--- src/rtl/load_store_unit_if.sv ---
// Core-side and memory-side bus bundles for load_store_unit.
// Core drives requests through lsu_core_if; the LSU masters the data bus through lsu_mem_if.
interface lsu_core_if;
    logic        core_req;
    logic        core_we;
    logic [1:0]  core_size;
    logic        core_unsigned;
    logic [31:0] core_adr;
    logic [31:0] core_wdata;
    logic        core_gnt;
    logic        core_r_valid;
    logic [31:0] core_rdata;
    logic        core_err;

    modport master (
        output core_req, core_we, core_size, core_unsigned, core_adr, core_wdata,
        input  core_gnt, core_r_valid, core_rdata, core_err
    );
    modport slave (
        input  core_req, core_we, core_size, core_unsigned, core_adr, core_wdata,
        output core_gnt, core_r_valid, core_rdata, core_err
    );
endinterface

interface lsu_mem_if;
    logic        mem_req;
    logic        mem_we;
    logic [31:0] mem_adr;
    logic [3:0]  mem_be;
    logic [31:0] mem_wdata;
    logic        mem_gnt;
    logic        mem_r_valid;
    logic [31:0] mem_rdata;

    modport master (
        output mem_req, mem_we, mem_adr, mem_be, mem_wdata,
        input  mem_gnt, mem_r_valid, mem_rdata
    );
    modport slave (
        input  mem_req, mem_we, mem_adr, mem_be, mem_wdata,
        output mem_gnt, mem_r_valid, mem_rdata
    );
endinterface

--- src/rtl/load_store_unit.sv ---
// Data-side load/store unit: one access at a time, req/gnt/r_valid bus handshake with timeout.
// Define LSU_ALIGN_CHECK_EN to reject misaligned half/word accesses instead of truncating the offset.
module load_store_unit #(
    parameter int TIMEOUT = 255
) (
    input  logic       CLK,
    input  logic       RES,
    lsu_core_if.slave  core,
    lsu_mem_if.master  mem
);

    localparam int CNT_W = (TIMEOUT > 1) ? $clog2(TIMEOUT + 1) : 1;

    typedef enum logic [1:0] {IDLE, ADDR, RESP, DONE} state_e;

    state_e             state_q, state_d;
    logic               we_q, we_d;
    logic [1:0]         size_q, size_d;
    logic               uns_q, uns_d;
    logic [1:0]         off_q, off_d;
    logic [31:0]        adr_q, adr_d;
    logic [3:0]         be_q, be_d;
    logic [31:0]        wdata_q, wdata_d;
    logic [31:0]        rdata_q, rdata_d;
    logic               err_q, err_d;
    logic [CNT_W-1:0]   cnt_q, cnt_d;

    logic               misaligned;
    logic               illegal;
    logic               timeout_hit;
    logic [1:0]         off_in;
    logic               gnt_out;
    logic               req_out;

    function automatic logic [3:0] be_of(input logic [1:0] size, input logic [1:0] off);
        case (size)
            2'b00:   be_of = 4'b0001 << off;
            2'b01:   be_of = 4'b0011 << off;
            2'b10:   be_of = 4'b1111;
            default: be_of = 4'b0000;
        endcase
    endfunction

    function automatic logic [31:0] wdata_of(input logic [1:0] size, input logic [31:0] wd);
        case (size)
            2'b00:   wdata_of = {4{wd[7:0]}};
            2'b01:   wdata_of = {2{wd[15:0]}};
            default: wdata_of = wd;
        endcase
    endfunction

    function automatic logic [31:0] load_fmt(input logic [1:0] size, input logic uns,
                                             input logic [1:0] off, input logic [31:0] rd);
        logic [31:0] lane;
        lane = rd >> {off, 3'b000};
        case (size)
            2'b00:   load_fmt = uns ? {24'h0, lane[7:0]}  : {{24{lane[7]}}, lane[7:0]};
            2'b01:   load_fmt = uns ? {16'h0, lane[15:0]} : {{16{lane[15]}}, lane[15:0]};
            default: load_fmt = rd;
        endcase
    endfunction

`ifdef LSU_ALIGN_CHECK_EN
    assign misaligned = ((core.core_size == 2'b01) && core.core_adr[0]) ||
                        ((core.core_size == 2'b10) && (core.core_adr[1:0] != 2'b00));
`else
    assign misaligned = 1'b0;
`endif

    assign illegal     = (core.core_size == 2'b11) || misaligned;
    assign timeout_hit = (TIMEOUT != 0) && (cnt_q == CNT_W'(TIMEOUT - 1));

    // Lane offset actually used on the bus: halves drop adr[0], words drop both low bits.
    always_comb begin
        case (core.core_size)
            2'b00:   off_in = core.core_adr[1:0];
            2'b01:   off_in = {core.core_adr[1], 1'b0};
            default: off_in = 2'b00;
        endcase
    end

    always_comb begin
        state_d = state_q;
        we_d    = we_q;
        size_d  = size_q;
        uns_d   = uns_q;
        off_d   = off_q;
        adr_d   = adr_q;
        be_d    = be_q;
        wdata_d = wdata_q;
        rdata_d = rdata_q;
        err_d   = err_q;
        cnt_d   = cnt_q;
        gnt_out = 1'b0;
        req_out = 1'b0;
        case (state_q)
            IDLE: begin
                if (core.core_req) begin
                    we_d    = core.core_we;
                    size_d  = core.core_size;
                    uns_d   = core.core_unsigned;
                    off_d   = off_in;
                    adr_d   = {core.core_adr[31:2], 2'b00};
                    be_d    = be_of(core.core_size, off_in);
                    wdata_d = wdata_of(core.core_size, core.core_wdata);
                    rdata_d = 32'h0;
                    cnt_d   = '0;
                    err_d   = illegal;
                    state_d = illegal ? DONE : ADDR;
                end
            end
            ADDR: begin
                req_out = 1'b1;
                gnt_out = mem.mem_gnt;
                cnt_d   = cnt_q + 1'b1;
                if (timeout_hit) begin
                    err_d   = 1'b1;
                    state_d = DONE;
                end else if (mem.mem_gnt) begin
                    state_d = RESP;
                end
            end
            RESP: begin
                cnt_d = cnt_q + 1'b1;
                // A response arriving on the expiry cycle still completes the access.
                if (mem.mem_r_valid) begin
                    rdata_d = we_q ? 32'h0 : load_fmt(size_q, uns_q, off_q, mem.mem_rdata);
                    err_d   = 1'b0;
                    state_d = DONE;
                end else if (timeout_hit) begin
                    err_d   = 1'b1;
                    state_d = DONE;
                end
            end
            default: state_d = IDLE;
        endcase
    end

    always_ff @(posedge CLK or posedge RES) begin
        if (RES) begin
            state_q <= IDLE;
            we_q    <= 1'b0;
            size_q  <= 2'b00;
            uns_q   <= 1'b0;
            off_q   <= 2'b00;
            adr_q   <= 32'h0;
            be_q    <= 4'h0;
            wdata_q <= 32'h0;
            rdata_q <= 32'h0;
            err_q   <= 1'b0;
            cnt_q   <= '0;
        end else begin
            state_q <= state_d;
            we_q    <= we_d;
            size_q  <= size_d;
            uns_q   <= uns_d;
            off_q   <= off_d;
            adr_q   <= adr_d;
            be_q    <= be_d;
            wdata_q <= wdata_d;
            rdata_q <= rdata_d;
            err_q   <= err_d;
            cnt_q   <= cnt_d;
        end
    end

    assign core.core_gnt     = gnt_out;
    assign core.core_r_valid = (state_q == DONE);
    assign core.core_rdata   = rdata_q;
    assign core.core_err     = err_q;
    assign mem.mem_req       = req_out;
    assign mem.mem_we        = we_q;
    assign mem.mem_adr       = adr_q;
    assign mem.mem_be        = be_q;
    assign mem.mem_wdata     = wdata_q;

endmodule

--- src/flat_wrapper.sv ---
// flat-port wrapper written by rule: the top's interface ports become plain ports
module load_store_unit_flat 
#(
    parameter int TIMEOUT = 255
)
  (CLK, RES, core_core_req, core_core_we, core_core_size, core_core_unsigned, core_core_adr, core_core_wdata, core_core_gnt, core_core_r_valid, core_core_rdata, core_core_err, mem_mem_req, mem_mem_we, mem_mem_adr, mem_mem_be, mem_mem_wdata, mem_mem_gnt, mem_mem_r_valid, mem_mem_rdata);
  lsu_core_if core_i ();
  lsu_mem_if mem_i ();
  input  logic CLK;
  input  logic RES;
  input wire logic [$bits(core_i.core_req)-1:0] core_core_req;
  input wire logic [$bits(core_i.core_we)-1:0] core_core_we;
  input wire logic [$bits(core_i.core_size)-1:0] core_core_size;
  input wire logic [$bits(core_i.core_unsigned)-1:0] core_core_unsigned;
  input wire logic [$bits(core_i.core_adr)-1:0] core_core_adr;
  input wire logic [$bits(core_i.core_wdata)-1:0] core_core_wdata;
  output wire logic [$bits(core_i.core_gnt)-1:0] core_core_gnt;
  output wire logic [$bits(core_i.core_r_valid)-1:0] core_core_r_valid;
  output wire logic [$bits(core_i.core_rdata)-1:0] core_core_rdata;
  output wire logic [$bits(core_i.core_err)-1:0] core_core_err;
  output wire logic [$bits(mem_i.mem_req)-1:0] mem_mem_req;
  output wire logic [$bits(mem_i.mem_we)-1:0] mem_mem_we;
  output wire logic [$bits(mem_i.mem_adr)-1:0] mem_mem_adr;
  output wire logic [$bits(mem_i.mem_be)-1:0] mem_mem_be;
  output wire logic [$bits(mem_i.mem_wdata)-1:0] mem_mem_wdata;
  input wire logic [$bits(mem_i.mem_gnt)-1:0] mem_mem_gnt;
  input wire logic [$bits(mem_i.mem_r_valid)-1:0] mem_mem_r_valid;
  input wire logic [$bits(mem_i.mem_rdata)-1:0] mem_mem_rdata;
  assign core_i.core_req = core_core_req;
  assign core_i.core_we = core_core_we;
  assign core_i.core_size = core_core_size;
  assign core_i.core_unsigned = core_core_unsigned;
  assign core_i.core_adr = core_core_adr;
  assign core_i.core_wdata = core_core_wdata;
  assign core_core_gnt = core_i.core_gnt;
  assign core_core_r_valid = core_i.core_r_valid;
  assign core_core_rdata = core_i.core_rdata;
  assign core_core_err = core_i.core_err;
  assign mem_mem_req = mem_i.mem_req;
  assign mem_mem_we = mem_i.mem_we;
  assign mem_mem_adr = mem_i.mem_adr;
  assign mem_mem_be = mem_i.mem_be;
  assign mem_mem_wdata = mem_i.mem_wdata;
  assign mem_i.mem_gnt = mem_mem_gnt;
  assign mem_i.mem_r_valid = mem_mem_r_valid;
  assign mem_i.mem_rdata = mem_mem_rdata;
  load_store_unit #(.TIMEOUT(TIMEOUT)) u_core (.CLK(CLK), .RES(RES), .core(core_i), .mem(mem_i));
endmodule
--- config.mk ---
export PLATFORM = sky130hd
export DESIGN_NAME = load_store_unit_flat
export DESIGN_NICKNAME = d
export VERILOG_FILES = /design/src/rtl/load_store_unit_if.sv /design/src/rtl/load_store_unit.sv /design/src/flat_wrapper.sv
export SDC_FILE = /design/constraint.sdc
export NUM_CORES = 1
export LEC_CHECK = 0
export BUFFER_PORTS_ARGS = -buffer_cell sky130_fd_sc_hd__buf_2
export CAP_MARGIN = 15
export CORE_AREA = 2 2 109 111
export CTS_CLUSTER_DIAMETER = 30
export DETAILED_ROUTE_END_ITERATION = 8
export DIE_AREA = 0 0 111 113
export MAX_ROUTING_LAYER = met4
export PLACE_DENSITY = 0.77
export SKIP_LAST_GASP = 1
export SYNTH_ARGS = -nofsm -noshare
export SYNTH_HDL_FRONTEND = slang
export SYNTH_SLANG_ARGS = --single-unit
export TNS_END_PERCENT = 5
--- constraint.sdc ---
create_clock -name CLK -period 5.4 [get_ports CLK]
set_clock_uncertainty 0.05 [all_clocks]
set_input_delay 1.35 -clock CLK [delete_from_list [all_inputs] [get_ports CLK]]
set_output_delay 1.35 -clock CLK [all_outputs]
set_load 0.05 [all_outputs]
==> impl_metrics.ini <==
[routing]
via_count = 4775
drt-total-wl_um = 15000
drt_iter0_drc = 314
ant_nets = 0
first_pass_iters = 5
drc = 0
routed_via_density = 5.57
drt-wirelength-per-cell_um = 17.5

[global_routing]
grt_use_total_pct = 25.2
grt_first_pass_wirelength_um = 24200
grt_pass1_vias = 4855
grt_antenna_before_repair = 0
grt_max_degree = 100
gr-total-overflow = 0

[worst_setup_path]
worstPathMaxFanout = 2
cpMaxStageDelayCell = buf_2
cp.depth = 3
reg2reg_slack_ps = 2710
critPathTopFamily = buffers and inverters
path_class = in2out
r2r_cells = 6
cp_common_cell = buf_2
arrival_ps = 1790
cp-end-kind = primary output
critPathBufInv = 2
max_stage_delay_ps = 200
path_cells = buf_2 > and2_1 > buf_2
start_kind = input port
cp.required_ps = 4000

[clocking]
clock_latency_ps = 410
cts_hold_buf = 0
postCtsSetupBuffers = 0
cts_tree = done
cts_max_level = 4
ctsRootBufferMaster = clkbuf_16
cts_buffers = 17
clkTransAtPathRegs_ps = 50
clock-sinks = 115
cts.path.max_buffers = 2
post_cts_resized = 0

[cells_and_area]
final_cell_mix = buf_2, dfrtp_1, nand2_1
fillCellCount = 884
nets = 814
area_growth_pct = 31.1
register_area_um2 = 2880
multi_input_area_um2 = 2390
drive_gt1_share_pct = 40.7
final_common_cell = buf_2
fin_util_pct = 63.5
diodes = 0

[yosys]
synthArstFlopShare_pct = 100
synth_area_um2 = 5460
ys_warn_count = 0
synth.distinct_cells = 46
synth_top_flop_cell = dfrtp_1
synth_edf_count = 0
avgSynthCellArea_um2 = 10.7
syn-instance-count = 511
synth_top_area_share_pct = 52.7
ys_ff_latch = 115
yosysSeqAreaShare_pct = 52.7
synth.area.top_cells = dfrtp_1, mux2_2, mux2i_1
synth_area_leader_cell = dfrtp_1

[pwr]
leakagePower_nw = 3.58
ir_worst_vdd_v = 0.000650
pwr_density_cell_nw_per_um2 = 781

[min_path]
worst_hold_path.num_cells = 2
hold_class = reg2reg

[run]
maxCapViolations = 0

[placed_design]
portBuffers = 207
place.gp.congestion = 0.879
place_hpwl_um = 10500

[timing]
slew_headroom_pct = 25.3
hold_viol = 0
period_share_pct = 59.1
setup-violations-final = 0
period_needed_ps = 3190
rsz0062_at_grt = false
worst_pin_slew_ps = 1120
fmax_ghz = 0.313
slew_viol_final = 0
fin_setup_tns_ps = 0

[floorplanning]
start_util_pct = 48.4
fp.coreArea_um2 = 11300
die_h_um = 113
die_x_um = 111
io_pins = 210
rows = 39
dieArea_um2 = 12500

[run_status]
status = finished clean
==> through the flow <==
stage          hold slack [ps]  instances  instance area (µm²)  setup slack (ps)  total power [W]
3_3_place_gp               396        827                 6540              2200          0.00433
6_report                   410        858                 7160              2210          0.00559
3_5_place_dp               403        827                 6540              2140          0.00441
5_1_grt                    435        858                 7160              2180          0.00586
2_1_floorplan              418        512                 5460               956          0.00372
4_1_cts                    415        858                 7160              2200          0.00562
==> cells by family (layout without fill, tap and decap cells) <==
| logic type | after synthesis | in the layout | synth area share [%] |
|---|---|---|---|
| simple gates | 123 | 123 | 10.1 |
| xor+xnor | 1 | 1 | 0.160 |
| mux | 80 | 80 | 15.7 |
| compound gates | 140 | 140 | 16.3 |
| fa+ha+maj | 6 | 6 | 1.37 |
| buf+inv | 45 | 248 | 3.64 |
| flops | 115 | 115 | 52.7 |
| other cells | 1 | 2 | 0.0687 |
==> report_power, final <==
group / switching, W / leakage, nW / internal (W)
Combinational: 0.00210 / 1.82 / 0.000741
Sequential: 0.000293 / 1.45 / 0.00126
Clock: 0.000390 / 0.305 / 0.000802
==> synth_stat cells (11+ instances only) <==
library cell	n
o21ai_1	11
o31ai_1	16
mux2i_1	34
a22oi_1	16
mux2_2	46
o21ai_0	41
nand2_1	56
clkbuf_1	24
nor2_1	33
dfrtp_1	115
a21oi_1	22
==> area by class of cell <==
cell class | instances | area share, %
Clock inverter | 10 | 2.17
Sequential cell | 115 | 40.2
Tap cell | 143 | 2.50
Timing Repair Buffer | 209 | 14.7
Clock buffer | 21 | 6.57
Inverter | 8 | 0.454
Multi-Input combinational cell | 352 | 33.4
==> flip-flops by register name (all words and copies together) (netlist names) <==
signal                  count
u_core.mem.mem_we           1
u_core.state_q              2
u_core.mem.mem_be           4
u_core.core.core_err        1
u_core.size_q               2
u_core.off_q                2
u_core.cnt_q                8
u_core.core.core_rdata     32
u_core.uns_q                1
u_core.mem.mem_wdata       32
u_core.mem.mem_adr         30
==> path summary, 6_finish.rpt <==
kind,startpoint,endpoint
min in group asynchronous,RES,u_core.core.core_err
max reg2reg,u_core.state_q[0],u_core.core.core_rdata[30]
min reg2reg,u_core.core.core_rdata[0],u_core.core.core_rdata[0]
min,u_core.core.core_rdata[0],u_core.core.core_rdata[0]
max,mem_mem_gnt,core_core_gnt
max in group asynchronous,RES,u_core.mem.mem_adr[7]
==> layer usage <==
| layer | vias to the layer above | routed length [µm] | track usage, % |
|---|---|---|---|
| li1 | 2209 | - | - |
| met5 | - | 0 | - |
| met1 | 2276 | 6110 | 29.8 |
| met4 | 0 | 369 | 11.3 |
| met2 | 258 | 7060 | 39.0 |
| met3 | 32 | 1490 | 8.94 |
==> worst reg2reg max path, delay by kind of cell, from the launching register on <==
kind,cells,cell delay [ps]
flops,1,410
fa+ha+maj,1,300
simple gates,2,1410
buf+inv,1,90
compound gates,2,340
No activity file was read; power rests on OpenSTA's default activity.
